$ cat src/rtl/pc_sequencer.sv
// pc_sequencer: fetch/execute sequencer driving an external loadable PC counter.
//   clk, rstn            clock (rising edge), asynchronous active-low reset
//   start, start_addr    begin execution at start_addr (from IDLE or HALT)
//   pc_cnt               current value of the external PC counter
//   pc_load, pc_wdata    counter load strobe/value; counter free-increments when pc_load=0
//   mem_req, mem_addr    instruction fetch request/address
//   mem_ack, mem_rdata   fetch data valid / fetched instruction
//   ir, ir_valid         instruction register and its one-cycle update pulse
//   exec_done, jmp_en,   execute-stage handshake; jmp_en/halt_in sampled with exec_done
//   jmp_addr, halt_in
//   busy, halted, err    status (err = fetch timeout, sticky until start/reset)
//   instr_cnt            retired instruction count (mod 256)
module pc_sequencer #(
  parameter int AW      = 5,
  parameter int DW      = 8,
  parameter int TIMEOUT = 15
) (
  input  logic          clk,
  input  logic          rstn,
  input  logic          start,
  input  logic [AW-1:0] start_addr,
  input  logic [AW-1:0] pc_cnt,
  output logic          pc_load,
  output logic [AW-1:0] pc_wdata,
  output logic          mem_req,
  output logic [AW-1:0] mem_addr,
  input  logic          mem_ack,
  input  logic [DW-1:0] mem_rdata,
  output logic [DW-1:0] ir,
  output logic          ir_valid,
  input  logic          exec_done,
  input  logic          jmp_en,
  input  logic [AW-1:0] jmp_addr,
  input  logic          halt_in,
  output logic          busy,
  output logic          halted,
  output logic          err,
  output logic [7:0]    instr_cnt
);

  typedef enum logic [1:0] {IDLE = 2'd0, FETCH = 2'd1, EXEC = 2'd2, HALT = 2'd3} state_t;

  // Last un-acked FETCH cycle before giving up.
  localparam logic [3:0] WAIT_LAST = 4'(TIMEOUT - 1);

  state_t     state, nstate;
  logic [3:0] wait_cnt;
  logic       timeout_hit;

  assign timeout_hit = (wait_cnt == WAIT_LAST);
  assign busy        = (state == FETCH) || (state == EXEC);
  assign halted      = (state == HALT);

  always_comb begin
    nstate   = state;
    pc_load  = 1'b1;        // default: reload counter with itself (hold)
    pc_wdata = pc_cnt;
    mem_req  = 1'b0;
    mem_addr = pc_cnt;
    case (state)
      IDLE, HALT: begin
        // rstn gate keeps the load value at pc_cnt while reset is asserted.
        if (start && rstn) begin
          pc_wdata = start_addr;
          nstate   = FETCH;
        end
      end
      FETCH: begin
        mem_req = 1'b1;
        if (mem_ack)          nstate = EXEC;   // ack wins over timeout
        else if (timeout_hit) nstate = HALT;
      end
      EXEC: begin
        if (exec_done) begin
          if (halt_in) begin
            nstate = HALT;                      // halt overrides jump; PC held
          end else begin
            nstate = FETCH;
            if (jmp_en) pc_wdata = jmp_addr;
            else        pc_load  = 1'b0;        // let counter step (wraps naturally)
          end
        end
      end
      default: nstate = IDLE;
    endcase
  end

  always_ff @(posedge clk or negedge rstn) begin
    if (!rstn) begin
      state     <= IDLE;
      ir        <= '0;
      ir_valid  <= 1'b0;
      err       <= 1'b0;
      instr_cnt <= '0;
      wait_cnt  <= '0;
    end else begin
      state    <= nstate;
      ir_valid <= 1'b0;
      if (nstate == FETCH && state != FETCH) wait_cnt <= '0;
      case (state)
        IDLE, HALT: begin
          if (start) begin
            instr_cnt <= '0;
            err       <= 1'b0;
          end
        end
        FETCH: begin
          if (mem_ack) begin
            ir       <= mem_rdata;
            ir_valid <= 1'b1;
          end else if (timeout_hit) begin
            err <= 1'b1;
          end else begin
            wait_cnt <= wait_cnt + 4'd1;
          end
        end
        EXEC: begin
          if (exec_done) instr_cnt <= instr_cnt + 8'd1;
        end
        default: ;
      endcase
    end
  end

endmodule
$ cat config.mk
export PLATFORM = sky130hd
export DESIGN_NAME = pc_sequencer
export DESIGN_NICKNAME = d
export VERILOG_FILES = /design/src/rtl/pc_sequencer.sv
export SDC_FILE = /design/constraint.sdc
export NUM_CORES = 1
export LEC_CHECK = 0
export ABC_AREA = 1
export CORE_MARGIN = 2
export CORE_UTILIZATION = 43
export CTS_CLUSTER_SIZE = 8
export DETAILED_ROUTE_END_ITERATION = 6
export PLACE_DENSITY_LB_ADDON = 0.25
export RECOVER_POWER = 25
export SKIP_LAST_GASP = 1
export SLEW_MARGIN = 25
export SYNTH_ARGS = -nofsm -noshare
export SYNTH_HDL_FRONTEND = slang
export SYNTH_SLANG_ARGS = --single-unit
$ cat constraint.sdc
create_clock -name clk -period 2.3 [get_ports clk]
set_input_delay 0.46 -clock clk [delete_from_list [all_inputs] [get_ports clk]]
set_output_delay 0.46 -clock clk [all_outputs]
set_load 0.02 [all_outputs]
==> results of run 1 <==
## flip-flops by register name (all words and copies together), names as in the netlist
signal and cells:
state 2, instr_cnt 8, ir_valid 1, ir 8, err 1, wait_cnt 4
## routing by layer
layer	global-route usage [%]	share of wire, %	vias to the layer above
met2	32.8	50	26
met4	3.53	2.2	0
met1	24.9	45	699
met3	4.05	2.9	8
met5	0	0	-
li1	-	-	784
## cell families after synthesis
kind of cell | synth area share, %
AO/OA/AOI/OAI | 8.42
XOR/XNOR | 2.27
adder cells (fa/ha/maj) | 4.86
buffers and inverters | 10.5
flip-flops | 38.9
AND/OR/NAND/NOR | 35.1
## path summary, 6_finish.rpt
path                           endpoint  depth (start not counted)
setup / recovery            pc_wdata[2]                          7
hold / removal                    ir[0]                          2
setup reg to reg           instr_cnt[3]                         10
hold reg to reg                   ir[0]                          2
max in group asynchronous      state[0]                          2
min in group asynchronous  instr_cnt[6]                          2
## critical path: stages, from the launching register on
cell and delay [ns]:
dfrtp_1 0.44, ha_4 0.32, inv_4 0.04, nor2_4 0.11
a211oi_4 0.05, buf_4 0.14, o21ai_0 0.12, buf_2 0.18
## report_power, final
part	internal [W]	leakage, nW	switching, W	total, W
sequential	0.000557	0.315	0.000101	0.000659
combinational	0.000890	0.845	0.00113	0.00202
clock	0.000176	0.0279	0.000126	0.000302
## Yosys cell counts, types with 3 or more instances
library cell | instances | area (µm²)
a21oi_1 | 3 | 15.0
buf_4 | 6 | 45.0
dfrtp_1 | 24 | 601
ha_1 | 6 | 75.1
inv_1 | 19 | 71.3
nand2_1 | 64 | 240
nand2_2 | 4 | 25.0
nand2_4 | 5 | 56.3
nand3_1 | 14 | 70.1
nor2_1 | 8 | 30.0
nor2_2 | 3 | 18.8
o21ai_0 | 13 | 65.1
## placed cells by master (no fill, tap or decap), types with 5 or more instances in the layout
| cell type | n |
|---|---|
| nand2_1 | 64 |
| nand3_1 | 14 |
| inv_2 | 5 |
| o21ai_0 | 13 |
| nand2_4 | 5 |
| nor2_1 | 8 |
| buf_4 | 19 |
| inv_1 | 16 |
| clkdlybuf4s50_1 | 48 |
| dfrtp_1 | 24 |
## cell type report
cell class / count / area, µm² / share of cell area, %
Clock buffer: 3 / 22.5 / 0.948
Multi-Input combinational cell: 141 / 815 / 34.3
Inverter: 24 / 95.1 / 4.00
Clock inverter: 1 / 30.0 / 1.26
Timing Repair Buffer: 82 / 756 / 31.8
Sequential cell: 24 / 601 / 25.3
Tap cell: 46 / 57.6 / 2.42
## per-stage QoR
stage / hold WS, ns / setup TNS (ns) / power (W) / setup slack (ns) / utilization (%)
2_1_floorplan: 0.164 / 0 / 0.00187 / 0.231 / -
3_3_place_gp: 0.461 / -1.58 / 0.00256 / -0.320 / 66.4
3_5_place_dp: 0.465 / -1.70 / 0.00260 / -0.358 / 66.4
4_1_cts: 0.500 / -0.0578 / 0.00295 / -0.0578 / 68.7
5_1_grt: 0.533 / -0.000974 / 0.00322 / -0.000974 / 70.1
6_report: 0.493 / 0 / 0.00298 / 0.118 / 70.1
## repair_timing
action,4_1_cts,5_1_grt
setup endpoints to repair,8,6
pin swaps,0,4
resized for setup,27,13
setup buffers,2,5
hold buffers,0,0
==> metrics, run 1 <==
status=completed; final instance area=about 2400 µm²; drt total wl=3700 µm; fin crit period=2.18 ns; final period utilization=between 90% and 100%; # IOs=62; predominant post-synthesis flop cell=dfrtp_1; Fill cells=282; count of cell types in the netlist=34; total grt overflow=0; # DRC=0; TritonCTS buffer count=3; DIE AREA=4090 µm²; Finished Layout Cells=~320; Critical path origin=state[1]; peak supply drop=about 0.00098 V; Post-DRT Antenna Nets=0; Synthesized Nets=approximately 230; largest net degree at the start of global routing=25; hold path start=ir[0]; Max FO, Critical Path=5; Fin Clk Skew=around 0.011 ns; First-pass DRT Iterations=4; Post-synth EDFFs=0; Layout area overhead=53.8%; crit path launch type=register; core area=approximately 3400 µm²; port bufs=roughly 60; clock buffer depth=2; Root Driver=clkbuf_4; dpl hpwl=2960 µm; Total GRT Usage=between 10% and 20%; H-tree levels=1; clock insertion delay at the later pin of the skew report=approximately 0.31 ns; Starting DRT DRC Count=between 50 and 60; initial antenna violation count=0; post-place instance area=approximately 2300 µm²; Hold Crit Class=reg -> reg; Rel. slew slack=between 10% and 20%; Slew @ Worst Pin=about 1.3 ns; R2R Setup Slk=between 0.6 and 0.7 ns; critical path arrival=approximately 1.7 ns; flop and latch count out of synthesis=24; leakage=1.19 nW; average size of a mapped cell=a little under 8 µm²; GPL Wtd Cong=a little under 0.8; Die H=~64 µm; Vias/cell=4.73; Worst-path clk slew=around 0.12 ns; Post-synth ARST share=100%; WP data required=approximately 1.8 ns; worst setup path class=reg -> out; vias in the first global route=around 1400; final hold vios=0; Nets=approximately 310; CP Capture Type=output pin; CTS tree=built; Ant. Diodes=0; DIE WIDTH=~64 µm; sequential area share after synthesis=between 30 and 40%; row cnt=21; layout cells sized above 1=between 20% and 30%; R2R Path Start=state[1]; Initial Utilization=between 40% and 50%; WL per Instance=roughly 12 µm; Pwr per Cell Area=roughly 1300 nW/µm²; first-pass GRT wire length=roughly 6300 µm; Netlist Area Pre-Place=around 1500 µm²; Final Max Tran Viols=0; Inst Count DP=310; maxcap violations=0; Setup Viol. Count Final=0; Fmax=between 400 and 500 MHz; Yosys warnings=0; Cells after Synth=197; DR vias=between 1500 and 2000; clk sinks=24
No activity file was read; power rests on OpenSTA's default activity.
==> inputs of run 2 (changes only) <==
--- a/config.mk
+++ b/config.mk
@@ -6,7 +6,6 @@
 export NUM_CORES = 1
 export LEC_CHECK = 0
 export ABC_AREA = 1
-export CORE_MARGIN = 2
 export CORE_UTILIZATION = 43
 export CTS_CLUSTER_SIZE = 8
 export DETAILED_ROUTE_END_ITERATION = 6
==> metrics, run 2 (synthesis results as in run 1) <==
Inst Count DP=310 (unchanged); # IOs=62 (unchanged); Net Switching=0.00133 W (was 0.00136 W); WL per Instance=11.6 µm (was 11.5 µm); critical path arrival=1.72 ns (about the same); DR vias=1464 (was 1517); Layout area overhead=50.0% (was 53.8%); Max FO, Critical Path=8 (was 5); R2R Setup Slk=0.61 ns (was 0.66 ns); CP Capture Type=output pin (unchanged); hold path start=ir[7] (was ir[0]); Final Hold Slack=0.492 ns (was 0.493 ns); Critical R2R Capture=wait_cnt[0] (was instr_cnt[3]); Slew @ Worst Pin=1.26 ns (was 1.28 ns); DIE AREA=3840 µm² (was 4090 µm²); WP data required=1.84 ns (about the same); Rel. slew slack=16.0% (was 14.4%); FF/Latch Area=601 µm² (unchanged); drt total wl=3680 µm (was 3700 µm); core area=3390 µm² (unchanged); R2R Path Start=state[1] (unchanged); TritonCTS buffer count=3 (unchanged); commonest non-fill, non-tap cell in the layout=nand2_1 (unchanged); vias in the first global route=1322 (was 1442); # DRC=0 (unchanged); final hold vios=0 (unchanged); stages on the worst setup path=7 (unchanged); Final Max Tran Viols=0 (unchanged); Fill cells=278 (was 282); CP cell instances=buf_4 > ha_4 > inv_4 > nor2_4 > a211oi_4 > o21ai_1 > buf_4 (was ha_4 > inv_4 > nor2_4 > a211oi_4 > buf_4 > o21ai_0 > buf_2); clock insertion delay at the later pin of the skew report=0.32 ns (was 0.31 ns); Total GRT Usage=20.8% (was 19.1%); Starting DRT DRC Count=63 (was 55); clock power share=10.5% (was 10.1%); final period utilization=94.8% (was 94.9%); Hold EP=ir[7] (was ir[0]); Finished Layout Cells=316 (was 321); WHS Path Cells=2 (unchanged); row cnt=21 (unchanged); internal power=0.00157 W (was 0.00162 W); First-pass DRT Iterations=4 (unchanged); largest net degree at the start of global routing=25 (unchanged); crit path launch type=register (unchanged); Sequential Power Share=22.3% (was 22.1%); leakage=1.15 nW (was 1.19 nW); hold buffer count at cts=0 (unchanged); Buf/Inv on CP=3 (unchanged); maxcap violations=0 (unchanged); Design Power=0.00290 W (was 0.00298 W); clock buffer depth=2 (unchanged); peak supply drop=0.00106 V (was 0.000980 V); multi-input combinational cell area=805 µm² (was 815 µm²); Fin Clk Skew=0.0108 ns (was 0.0112 ns); commonest cells after routing, fill and taps aside=nand2_1, clkdlybuf4s50_1, dfrtp_1, inv_1, buf_4 (was nand2_1, clkdlybuf4s50_1, dfrtp_1, buf_4, inv_1); Die H=61.9 µm (was 63.9 µm); dpl hpwl=2950 µm (was 2960 µm); Crit path max-delay family=flip-flops (unchanged); sw frac=46.0% (was 45.5%); DIE WIDTH=61.9 µm (was 63.9 µm); Hold Crit Class=reg -> reg (unchanged); Vias/cell=4.63 (was 4.73); Root Driver=clkbuf_4 (unchanged); status=completed (unchanged); layout cells sized above 1=17.8% (was 20.0%); clk sinks=24 (unchanged); most frequent CP cell=buf_4; Initial Utilization=45.6% (unchanged); Post-DRT Antenna Nets=0 (unchanged); RSZ-0062 raised after global routing=true; total grt overflow=0 (unchanged); CTS tree=built (unchanged); worst setup path class=reg -> out (unchanged); H-tree levels=1 (unchanged); Reg2Reg Depth=13 (was 10); Pwr per Cell Area=1250 nW/µm² (about the same); top flop regs=instr_cnt: 8 flops, ir: 8 flops, wait_cnt: 4 flops (unchanged); Slowest-stage cell, CP=dfrtp_1 (unchanged); first-pass GRT wire length=5910 µm (was 6300 µm); fin crit period=2.18 ns (about the same); GPL Wtd Cong=0.779 (was 0.772); port bufs=61 (unchanged); part of the power in combinational logic=67.2% (was 67.8%); Setup Viol. Count Final=0 (unchanged); Worst-path clk slew=0.12 ns (about the same); CP max stage delay=0.40 ns (was 0.44 ns); Nets=307 (was 312); Fmax=459 MHz (was 458 MHz); Ant. Diodes=0 (unchanged); initial antenna violation count=0 (unchanged)
run 2: changes by cell type in the layout (fill, tap and decap cells not counted), moves of 2 or more:
| cell | before | now |
|---|---|---|
| buf_4 | 19 | 16 |
| o21ai_0 | 13 | 7 |
| clkdlybuf4s50_1 | 48 | 50 |
| inv_1 | 16 | 18 |
| inv_2 | 5 | 3 |
| o21ai_1 | 1 | 7 |
run 2: layout make-up:
cell class                 count  share of cell area, %
clock inverter                 1                   1.30
clock buffer                   3                  0.971
inverter                      24                   4.10
timing repair buffer          77                   30.5
multi-input combinational    141                   34.7
tap                           46                   2.48
sequential                    24                   25.9
run 2: how the worst max path moves through the flow:
stage / to / slack (ns) / start
after floorplan: pc_wdata[0] / 0.23 / state[0]
after global placement: pc_wdata[4] / -0.34 / start
after detailed placement: pc_wdata[2] / -0.35 / start
after CTS: pc_wdata[2] / -0.14 / state[0]
after global routing: pc_wdata[1] / -0.01 / state[1]
final: pc_wdata[1] / 0.12 / state[1]
run 2: worst min-delay path, stage by stage (launching register included):
cell	delay (ns)
dfrtp_1	0.36
nand2_1	0.05
nand2_1	0.06
run 2: power groups by stage:
stage	clock [W]	sequential, W	combinational [W]
6_report	0.000304	0.000649	0.00195
5_1_grt	0.000332	0.000667	0.00215
4_1_cts	0.000316	0.000650	0.00189
3_5_place_dp	0	0.000659	0.00194
3_3_place_gp	0	0.000654	0.00190
2_1_floorplan	0	0.000771	0.00110
run 2: timing repair:
action	CTS	global route
pin swaps	0	3
setup buffers	0	2
resized for setup	9	34
hold endpoints to repair	0	0
endpoints found under the setup margin	8	5
gates cloned	0	0
run 2: metrics by stage:
step           instance area (µm²)  setup WS (ns)  utilization, %  TNS, ns
2_1_floorplan                 1550          0.231               -        0
6_report                      2320          0.120            68.4        0
3_3_place_gp                  2250         -0.336            66.4    -1.67
3_5_place_dp                  2250         -0.347            66.4    -1.72
5_1_grt                       2320        -0.0142            68.4  -0.0142
4_1_cts                       2300         -0.137            67.7   -0.665
run 2: layer usage:
layer | wire length, µm | track usage (%) | up-vias
met4 | 46 | 5.08 | 0
li1 | - | - | 769
met2 | 1850 | 35.0 | 23
met5 | 0 | 0 | -
met3 | 74 | 3.73 | 4
met1 | 1710 | 27.7 | 668
==> inputs of run 3 (changes only) <==
--- a/config.mk
+++ b/config.mk
@@ -7,6 +7,7 @@
 export LEC_CHECK = 0
 export ABC_AREA = 1
 export CORE_UTILIZATION = 43
+export CTS_CLUSTER_DIAMETER = 100
 export CTS_CLUSTER_SIZE = 8
 export DETAILED_ROUTE_END_ITERATION = 6
 export PLACE_DENSITY_LB_ADDON = 0.25
==> results of run 3 <==
Same layout as run 2: the final DEF is identical, and so are final timing and power.
